## src/rtl/hd44780_pkg.sv

```systemverilog
// Shared definitions for the HD44780 4-bit write-only LCD controller:
// default timing constants (in clock ticks), controller state encoding,
// HD44780 command bytes used by the power-on init, and small helpers.
package hd44780_pkg;

  localparam int unsigned T_POWERUP_DEF  = 1_200_000;
  localparam int unsigned T_4P1MS_DEF    = 49_200;
  localparam int unsigned T_100US_DEF    = 1_200;
  localparam int unsigned T_3MS_DEF      = 36_000;
  localparam int unsigned T_53US_DEF     = 636;
  localparam int unsigned TAS_DEF        = 1;
  localparam int unsigned PWEH_DEF       = 6;
  localparam int unsigned TAH_DEF        = 1;
  localparam int unsigned E_PAD_DEF      = 7;
  localparam int unsigned BLINK_BITS_DEF = 22;

  localparam logic [7:0] FUNC_SET_4BIT_2L = 8'h28;
  localparam logic [7:0] DISP_OFF         = 8'h08;
  localparam logic [7:0] CLEAR            = 8'h01;
  localparam logic [7:0] ENTRY_INC        = 8'h06;
  localparam logic [7:0] DISP_ON          = 8'h0C;

  localparam int unsigned N_INIT_BYTES = 5;

  typedef enum logic [3:0] {
    ST_RESET_WAIT,
    ST_INIT3A,
    ST_INIT3B,
    ST_INIT3C,
    ST_INIT2,
    ST_IDLE,
    ST_SEND_HI,
    ST_SEND_LO,
    ST_POST_WAIT
  } state_t;

  function automatic int unsigned umax(input int unsigned a, input int unsigned b);
    return (a > b) ? a : b;
  endfunction

  // Byte sent at position idx of the full-byte part of the init sequence.
  function automatic logic [7:0] init_byte(input logic [2:0] idx);
    case (idx)
      3'd0:    return FUNC_SET_4BIT_2L;
      3'd1:    return DISP_OFF;
      3'd2:    return CLEAR;
      3'd3:    return ENTRY_INC;
      default: return DISP_ON;
    endcase
  endfunction

  // Clear (0x01) and return-home (0x02/0x03) need the long post-command wait.
  function automatic logic is_long_cmd(input logic rs, input logic [7:0] b);
    return !rs && ((b == 8'h01) || (b == 8'h02) || (b == 8'h03));
  endfunction

endpackage

```

## src/rtl/hd44780_lcd_ctrl_if.sv

```systemverilog
// User-side byte handshake of the LCD controller.
//   STB_I      : one-cycle request strobe (master -> slave)
//   i_rs       : register select, 0 = command, 1 = data
//   i_lcd_data : byte to send
//   busy       : controller cannot accept STB_I (slave -> master)
interface hd44780_lcd_ctrl_if;
  logic       STB_I;
  logic       i_rs;
  logic [7:0] i_lcd_data;
  logic       busy;

  modport master (output STB_I, output i_rs, output i_lcd_data, input busy);
  modport slave  (input STB_I, input i_rs, input i_lcd_data, output busy);
endinterface

```

## src/rtl/hd44780_nybble_sender.sv

```systemverilog
// Sends one nybble to the LCD bus with HD44780 E-pulse timing.
// A cycle lasts TAS+PWEH+TAH+E_PAD ticks from the launch tick: rs/data are
// registered at launch and held, E is low for TAS ticks, high for PWEH
// ticks, then low for the remainder.
//   clk, rst_n : clock, async active-low reset
//   start      : launch a cycle (honoured when busy = 0)
//   rs, nybble : values to present on the bus
//   o_rs, o_lcd_data, o_e : LCD pins (all registered)
//   busy       : a cycle is in progress and is not on its final tick
//   done       : final tick of the cycle; a new start may be issued here
module hd44780_nybble_sender
  import hd44780_pkg::*;
#(
  parameter int unsigned TAS   = TAS_DEF,
  parameter int unsigned PWEH  = PWEH_DEF,
  parameter int unsigned TAH   = TAH_DEF,
  parameter int unsigned E_PAD = E_PAD_DEF
) (
  input  logic       clk,
  input  logic       rst_n,
  input  logic       start,
  input  logic       rs,
  input  logic [3:0] nybble,
  output logic       o_rs,
  output logic [3:0] o_lcd_data,
  output logic       o_e,
  output logic       busy,
  output logic       done
);

  localparam int unsigned CYCLE = TAS + PWEH + TAH + E_PAD;
  localparam int unsigned CW    = (CYCLE > 1) ? $clog2(CYCLE) : 1;

  logic          active_q, active_d;
  logic [CW-1:0] cnt_q, cnt_d;
  logic          rs_q, rs_d;
  logic [3:0]    data_q, data_d;
  logic          e_q, e_d;

  assign done = active_q && (cnt_q == CW'(CYCLE - 1));
  assign busy = active_q && !done;

  always_comb begin
    active_d = active_q;
    cnt_d    = cnt_q;
    rs_d     = rs_q;
    data_d   = data_q;
    if (start && !busy) begin
      active_d = 1'b1;
      cnt_d    = '0;
      rs_d     = rs;
      data_d   = nybble;
    end else if (done) begin
      active_d = 1'b0;
    end else if (active_q) begin
      cnt_d = cnt_q + CW'(1);
    end
    // E is registered from the next count so the pin itself is glitch-free.
    e_d = active_d && (cnt_d >= CW'(TAS)) && (cnt_d < CW'(TAS + PWEH));
  end

  always_ff @(posedge clk or negedge rst_n) begin
    if (!rst_n) begin
      active_q <= 1'b0;
      cnt_q    <= '0;
      rs_q     <= 1'b0;
      data_q   <= '0;
      e_q      <= 1'b0;
    end else begin
      active_q <= active_d;
      cnt_q    <= cnt_d;
      rs_q     <= rs_d;
      data_q   <= data_d;
      e_q      <= e_d;
    end
  end

  assign o_rs       = rs_q;
  assign o_lcd_data = data_q;
  assign o_e        = e_q;

endmodule

```

## src/rtl/hd44780_lcd_ctrl.sv

```systemverilog
// HD44780 character LCD controller, 4-bit write-only mode.
// Runs the 4-bit power-on init after reset, then sends user bytes as two
// nybbles (high first) followed by the command-dependent wait.
//   CLK_I     : system clock
//   RST_I     : async active-low reset
//   bus       : byte handshake (STB_I, i_rs, i_lcd_data in; busy out)
//   alive_led : heartbeat, MSB of a free-running counter
//   o_rs, o_lcd_data, o_e : LCD RS, DB7..DB4 and E pins
module hd44780_lcd_ctrl
  import hd44780_pkg::*;
#(
  parameter int unsigned T_POWERUP  = T_POWERUP_DEF,
  parameter int unsigned T_4P1MS    = T_4P1MS_DEF,
  parameter int unsigned T_100US    = T_100US_DEF,
  parameter int unsigned T_3MS      = T_3MS_DEF,
  parameter int unsigned T_53US     = T_53US_DEF,
  parameter int unsigned TAS        = TAS_DEF,
  parameter int unsigned PWEH       = PWEH_DEF,
  parameter int unsigned TAH        = TAH_DEF,
  parameter int unsigned E_PAD      = E_PAD_DEF,
  parameter int unsigned BLINK_BITS = BLINK_BITS_DEF,
  parameter int unsigned SKIP_INIT  = 0
) (
  input  logic                CLK_I,
  input  logic                RST_I,
  hd44780_lcd_ctrl_if.slave   bus,
  output logic                alive_led,
  output logic                o_rs,
  output logic [3:0]          o_lcd_data,
  output logic                o_e
);

  localparam int unsigned T_MAX =
    umax(umax(T_POWERUP, T_4P1MS), umax(umax(T_100US, T_3MS), T_53US));
  localparam int unsigned TW = $clog2(T_MAX + 1);

  state_t          state_q, state_d;
  state_t          ret_q, ret_d;
  logic [TW-1:0]   tmr_q, tmr_d;
  logic [7:0]      byte_q, byte_d;
  logic            rs_q, rs_d;
  logic [2:0]      idx_q, idx_d;
  logic            busy_q, busy_d;
  logic [BLINK_BITS-1:0] blink_q, blink_d;

  logic            tmr_last;
  logic            snd_start, snd_rs, snd_busy, snd_done;
  logic [3:0]      snd_nyb;

  // A wait of N ticks ends on the tick the counter shows 1 (or 0 for N = 0).
  assign tmr_last = (tmr_q <= TW'(1));

  always_comb begin
    state_d = state_q;
    ret_d   = ret_q;
    byte_d  = byte_q;
    rs_d    = rs_q;
    idx_d   = idx_q;
    tmr_d   = (tmr_q != '0) ? tmr_q - TW'(1) : '0;

    case (state_q)
      ST_RESET_WAIT: if (tmr_last) state_d = ST_INIT3A;
      ST_INIT3A: if (snd_done) begin
        tmr_d = TW'(T_4P1MS); ret_d = ST_INIT3B; state_d = ST_POST_WAIT;
      end
      ST_INIT3B: if (snd_done) begin
        tmr_d = TW'(T_100US); ret_d = ST_INIT3C; state_d = ST_POST_WAIT;
      end
      ST_INIT3C: if (snd_done) begin
        tmr_d = TW'(T_100US); ret_d = ST_INIT2; state_d = ST_POST_WAIT;
      end
      ST_INIT2: if (snd_done) begin
        tmr_d   = TW'(T_53US);
        ret_d   = ST_SEND_HI;
        idx_d   = '0;
        byte_d  = init_byte('0);
        rs_d    = 1'b0;
        state_d = ST_POST_WAIT;
      end
      ST_IDLE: if (bus.STB_I && !busy_q && !snd_busy) begin
        byte_d  = bus.i_lcd_data;
        rs_d    = bus.i_rs;
        state_d = ST_SEND_HI;
      end
      ST_SEND_HI: if (snd_done) state_d = ST_SEND_LO;
      ST_SEND_LO: if (snd_done) begin
        tmr_d   = is_long_cmd(rs_q, byte_q) ? TW'(T_3MS) : TW'(T_53US);
        state_d = ST_POST_WAIT;
        // Init bytes reuse the user send path; idx_q == N_INIT_BYTES marks
        // that init is over and every later byte returns to IDLE.
        if (idx_q < 3'(N_INIT_BYTES - 1)) begin
          idx_d  = idx_q + 3'd1;
          byte_d = init_byte(idx_q + 3'd1);
          ret_d  = ST_SEND_HI;
        end else begin
          idx_d = 3'(N_INIT_BYTES);
          ret_d = ST_IDLE;
        end
      end
      ST_POST_WAIT: if (tmr_last) state_d = ret_q;
      default: state_d = ST_IDLE;
    endcase

    // Nybbles are launched on entry to a sending state, so the launch tick
    // coincides with the state change (including SEND_HI -> SEND_LO on done).
    snd_start = 1'b0;
    snd_rs    = 1'b0;
    snd_nyb   = '0;
    if (state_d != state_q) begin
      case (state_d)
        ST_INIT3A, ST_INIT3B, ST_INIT3C: begin snd_start = 1'b1; snd_nyb = 4'h3; end
        ST_INIT2:   begin snd_start = 1'b1; snd_nyb = 4'h2; end
        ST_SEND_HI: begin snd_start = 1'b1; snd_rs = rs_d; snd_nyb = byte_d[7:4]; end
        ST_SEND_LO: begin snd_start = 1'b1; snd_rs = rs_d; snd_nyb = byte_d[3:0]; end
        default: ;
      endcase
    end

    busy_d  = (state_d != ST_IDLE);
    blink_d = blink_q + BLINK_BITS'(1);
  end

  always_ff @(posedge CLK_I or negedge RST_I) begin
    if (!RST_I) begin
      state_q <= (SKIP_INIT != 0) ? ST_IDLE : ST_RESET_WAIT;
      tmr_q   <= (SKIP_INIT != 0) ? '0 : TW'(T_POWERUP);
      ret_q   <= ST_IDLE;
      byte_q  <= '0;
      rs_q    <= 1'b0;
      idx_q   <= 3'(N_INIT_BYTES);
      busy_q  <= 1'b1;
      blink_q <= '0;
    end else begin
      state_q <= state_d;
      tmr_q   <= tmr_d;
      ret_q   <= ret_d;
      byte_q  <= byte_d;
      rs_q    <= rs_d;
      idx_q   <= idx_d;
      busy_q  <= busy_d;
      blink_q <= blink_d;
    end
  end

  hd44780_nybble_sender #(
    .TAS   (TAS),
    .PWEH  (PWEH),
    .TAH   (TAH),
    .E_PAD (E_PAD)
  ) u_sender (
    .clk        (CLK_I),
    .rst_n      (RST_I),
    .start      (snd_start),
    .rs         (snd_rs),
    .nybble     (snd_nyb),
    .o_rs       (o_rs),
    .o_lcd_data (o_lcd_data),
    .o_e        (o_e),
    .busy       (snd_busy),
    .done       (snd_done)
  );

  assign bus.busy  = busy_q;
  assign alive_led = blink_q[BLINK_BITS-1];

endmodule

```

## src/flat_wrapper.sv

```systemverilog
// flat-port wrapper written by rule: the top's interface ports become plain ports
module hd44780_lcd_ctrl_flat import hd44780_pkg::*;
#(
  parameter int unsigned T_POWERUP  = T_POWERUP_DEF,
  parameter int unsigned T_4P1MS    = T_4P1MS_DEF,
  parameter int unsigned T_100US    = T_100US_DEF,
  parameter int unsigned T_3MS      = T_3MS_DEF,
  parameter int unsigned T_53US     = T_53US_DEF,
  parameter int unsigned TAS        = TAS_DEF,
  parameter int unsigned PWEH       = PWEH_DEF,
  parameter int unsigned TAH        = TAH_DEF,
  parameter int unsigned E_PAD      = E_PAD_DEF,
  parameter int unsigned BLINK_BITS = BLINK_BITS_DEF,
  parameter int unsigned SKIP_INIT  = 0
)
  (CLK_I, RST_I, alive_led, o_rs, o_lcd_data, o_e, bus_STB_I, bus_i_rs, bus_i_lcd_data, bus_busy);
  hd44780_lcd_ctrl_if bus_i ();
  input  logic CLK_I;
  input  logic RST_I;
  output logic alive_led;
  output logic o_rs;
  output logic [3:0] o_lcd_data;
  output logic o_e;
  input wire logic [$bits(bus_i.STB_I)-1:0] bus_STB_I;
  input wire logic [$bits(bus_i.i_rs)-1:0] bus_i_rs;
  input wire logic [$bits(bus_i.i_lcd_data)-1:0] bus_i_lcd_data;
  output wire logic [$bits(bus_i.busy)-1:0] bus_busy;
  assign bus_i.STB_I = bus_STB_I;
  assign bus_i.i_rs = bus_i_rs;
  assign bus_i.i_lcd_data = bus_i_lcd_data;
  assign bus_busy = bus_i.busy;
  hd44780_lcd_ctrl #(.T_POWERUP(T_POWERUP), .T_4P1MS(T_4P1MS), .T_100US(T_100US), .T_3MS(T_3MS), .T_53US(T_53US), .TAS(TAS), .PWEH(PWEH), .TAH(TAH), .E_PAD(E_PAD), .BLINK_BITS(BLINK_BITS), .SKIP_INIT(SKIP_INIT)) u_core (.CLK_I(CLK_I), .RST_I(RST_I), .bus(bus_i), .alive_led(alive_led), .o_rs(o_rs), .o_lcd_data(o_lcd_data), .o_e(o_e));
endmodule
```

## config.mk

```make
export PLATFORM = sky130hd
export DESIGN_NAME = hd44780_lcd_ctrl_flat
export DESIGN_NICKNAME = d
export VERILOG_FILES = /design/src/rtl/hd44780_pkg.sv /design/src/rtl/hd44780_lcd_ctrl_if.sv /design/src/rtl/hd44780_nybble_sender.sv /design/src/rtl/hd44780_lcd_ctrl.sv /design/src/flat_wrapper.sv
export SDC_FILE = /design/constraint.sdc
export NUM_CORES = 1
export LEC_CHECK = 0
export ABC_AREA = 1
export BUFFER_PORTS_ARGS = -buffer_cell sky130_fd_sc_hd__buf_2
export CORE_MARGIN = 10
export CORE_UTILIZATION = 45
export DETAILED_ROUTE_END_ITERATION = 12
export GPL_ROUTABILITY_DRIVEN = 0
export PLACE_DENSITY = 0.6
export SLEW_MARGIN = 0
export SYNTH_ARGS = -nofsm -noshare
export SYNTH_HDL_FRONTEND = slang
export SYNTH_SLANG_ARGS = --single-unit
```

## constraint.sdc

```tcl
create_clock -name CLK_I -period 2.2 [get_ports CLK_I]
set_input_delay 0.33 -clock CLK_I [delete_from_list [all_inputs] [get_ports CLK_I]]
set_output_delay 0.33 -clock CLK_I [all_outputs]
set_load 0.05 [all_outputs]
```

==> impl_metrics.toml <==
[final_layout]
antenna_cells = 0
fin_cells = 674
syn2layout_area_growth_pct = 22.2
utilization = 0.569
drive_gt1_frac = 0.293
num-nets-final = 585

[die]
core_sq_mm = 0.00881
num_rows = 34
die_y_um = 115
dieArea_sq_mm = 0.0133
initial_core_util = 0.466
pin_count = 20
die_width_um = 115

[sta]
fin_crit_ns = 2.23
slew_viol_final = 0
fmax_ghz = 0.447
holdWs_ns = 0.250
setup_viol = 6
setup_ws_ns = -0.0348
max-slew-margin-rel = 0.657
fin_worst_skew_ns = 0.0147
final_hold_viol_count = 0
period_share = 1.02
fin_tns_setup_ns = -0.0992
worst_pin_slew_ns = 0.515
rsz0062_at_grt = "true"

[critical_path]
r2r_slack_ns = -0.03
worstSetupEndpointType = "flop"
worstPathArrival_ns = 2.52
regToRegStartpoint = "u_core.u_sender.cnt_q[0]$_DFF_PN0_"
criticalPathCategory = "reg2reg"
cp.required_ns = 2.48
path_cells = "inv_2 > ha_4 > nand3_4 > nor2_4 > clkinv_4 > nand3_2 > nand3_4 > nor2_1 > nand2_2 > nand3_4 > nand3_4 > buf_4 > buf_4 > o21ai_2"
cp_common_cell = "nand3_4"
reg2reg_depth = 14
r2r_end = "u_core.u_sender.o_lcd_data[2]$_DFFE_PN0P_"
critPathMaxFanout = 7
start_kind = "flop"
slowest_delay_ns = 0.39
crit_slowest_cell = "dfrtp_1"

[outcome]
violations = "negative setup slack"
outcome = "complete, but fails checks"

[synth]
yosysUniqueCellTypes = 43
synth_seq_cells = 74
seq_area_frac_synth = 0.455
ys_warn_count = 0
syn_nets = 516
synth-edff-count = 0
syn_area_sq_mm = 0.00410
syn_inst = 492
ys.flop_type = "dfrtp_1"
syn_avg_cell_area_sq_um = 8.34
async_reset_ff_frac = 1.00

[detailed_routing]
via_count = 3390
routedWlPerCell_um = 13.5
wl_um = 9130
top_layer = "met4"
wl_met1_um = 4390
ant_nets = 0
wl_met2_um = 4410
drtIter0Drc = 185
drc = 0
avgViaCountPerCell = 5.03
dr.pass1.iters = 5
wl_met3_um = 185

[clocking]
cts_num_sinks = 74
cts_tree = "yes"
clockRootBuffer = "clkbuf_8"
numCtsBuffers = 9
cts_buffer_depth = 2
h-tree-depth = 3
clk_pin_slew_worst_paths_ns = 0.08
clock_latency_ns = 0.35

[worst_hold_path]
hold_path.class = "in2reg"
worstHoldPathCells = 2
holdPathEnd = "u_core.byte_q[4]$_DFF_PN0_"
hold_start = "bus_i_lcd_data[4]"

[placement]
dp_cells = 640
port_buffers = 19
place_hpwl_um = 6610

[pwr]
leakage_nw = 2.34
power.total_mw = 2.46
ir_drop_uv = 295
p_per_area_mw_per_mm2 = 491

[global_route]
grt_pass1_vias = 3364
grt_usage = 0.143
antenna_found_initial = 0
grt_max_degree = 39
grt_first_pass_wirelength_um = 15600
grt-ovfl-total = 0

[run]
maxCapViolCount = 0
cells in the mapped netlist (2+ instances only):
cell type,count,area share
nor2_2,6,0.0092
a21oi_1,9,0.011
o21ai_1,3,0.0037
o21ai_2,2,0.0043
o21ai_0,19,0.023
o31ai_1,2,0.0037
nand2_1,106,0.097
nand3_4,2,0.0085
nand3_2,4,0.0098
nor3_2,3,0.0073
inv_1,51,0.047
ha_1,12,0.037
o211ai_1,6,0.011
nor2_1,72,0.066
inv_2,5,0.0046
or2_2,2,0.0030
xor2_1,27,0.058
nand4_1,4,0.0061
nand2_2,5,0.0076
nand3_1,27,0.033
nand2_4,3,0.0082
dfrtp_1,61,0.37
a22oi_1,3,0.0055
inv_4,2,0.0030
o22ai_1,2,0.0030
nor2_4,2,0.0055
a31oi_1,2,0.0030
dfstp_2,13,0.083
a22o_1,3,0.0064
xnor2_1,9,0.019
nor3_1,11,0.013
nor4_1,3,0.0046
metrics by stage:
step | setup slack (ns) | instance area (sq um)
finish | -0.0348 | 5010
floorplan | 0.149 | 4100
global route | -0.185 | 5010
global placement | 0.0468 | 4510
CTS | 0.0141 | 4710
detailed placement | 0.0469 | 4510
flip-flops by register name, indices dropped and copies added (netlist names), 3 cells and up:
name                        count
u_core.u_sender.o_lcd_data      4
u_core.tmr_q                   21
u_core.state_q                  4
u_core.blink_q                 22
u_core.ret_q                    3
u_core.idx_q                    3
u_core.byte_q                   8
u_core.u_sender.cnt_q           4
timing repair:
action | CTS | global route
endpoints found under the setup margin | 0 | 19
hold endpoints to repair | 26 | 0
hold buffers | 1 | 0
setup buffers | 0 | 17
resized for setup | 0 | 56
critical path: cells and delay by family, from the launching register on:
kind | cells | cell delay (ns)
adders and majority gates | 1 | 0.14
and+or+nand+nor | 8 | 0.99
DFF | 1 | 0.39
buffers and inverters | 4 | 0.51
AOI/OAI and AO/OA | 1 | 0.13
layout make-up:
class / instances / area, sq um
clock inverters: 7 / 70.1
well taps: 108 / 135
multi-input cells: 355 / 2130
repair buffers: 61 / 439
fillers: 815 / 3790
flip-flops and latches: 74 / 1870
clock buffers: 9 / 124
inverters: 60 / 238
placed cells by master (no fill, tap or decap), drive strengths merged, types with 2 or more instances in the layout:
cell type and count:
xnor2 9, ha 12, xor2 27, o21ai 24, clkbuf 9, nor2 80
or2 2, clkinv 7, inv 58, nand2 114, a21oi 10, a22oi 3
o22ai 2, nand3 33, buf 60, nor3 14, a22o 3, dfrtp 61
nor4 3, nand4 5, dfstp 13, a31oi 2, o31ai 2, o211ai 6
layer usage:
metal  vias up  track usage
li1       1727            -
met1      1613        0.191
met2        39        0.226
met3        11       0.0258
met4         0       0.0541
met5         -            0
worst max-delay path by stage:
stage / endpoint / from / cells past startpoint / slack, ns
2_1_floorplan: u_core.u_sender.o_rs$_DFFE_PN0P_ / u_core.u_sender.cnt_q[0]$_DFF_PN0_ / 16 / 0.15
6_report: u_core.u_sender.o_lcd_data[2]$_DFFE_PN0P_ / u_core.u_sender.cnt_q[0]$_DFF_PN0_ / 14 / -0.03
4_1_cts: u_core.u_sender.o_lcd_data[2]$_DFFE_PN0P_ / u_core.tmr_q[6]$_DFF_PN0_ / 14 / 0.01
5_1_grt: u_core.u_sender.o_lcd_data[1]$_DFFE_PN0P_ / u_core.u_sender.cnt_q[0]$_DFF_PN0_ / 15 / -0.18
3_5_place_dp: u_core.u_sender.o_lcd_data[2]$_DFFE_PN0P_ / u_core.tmr_q[13]$_DFF_PN0_ / 14 / 0.05
3_3_place_gp: u_core.u_sender.o_e$_DFF_PN0_ / u_core.tmr_q[6]$_DFF_PN0_ / 15 / 0.05
report_power, final:
| part | internal, mW | leakage (nW) | switching [mW] | total (mW) |
|---|---|---|---|---|
| Clock | 0.522 | 0.0990 | 0.536 | 1.06 |
| Sequential | 1.36 | 0.902 | 0 | 1.36 |
| Combinational | 0.0123 | 1.34 | 0.0297 | 0.0420 |
logic make-up (layout without fill, tap and decap cells):
group,after synthesis,count (layout),share of synthesized area
mux,1,1,0.00244
simple gates,252,252,0.286
xor+xnor,36,36,0.0769
buf+inv,63,137,0.0619
compound gates,54,54,0.0808
fa+ha+maj,12,12,0.0366
flops,74,74,0.455
Note: power is estimated with default switching activity, not from simulation.
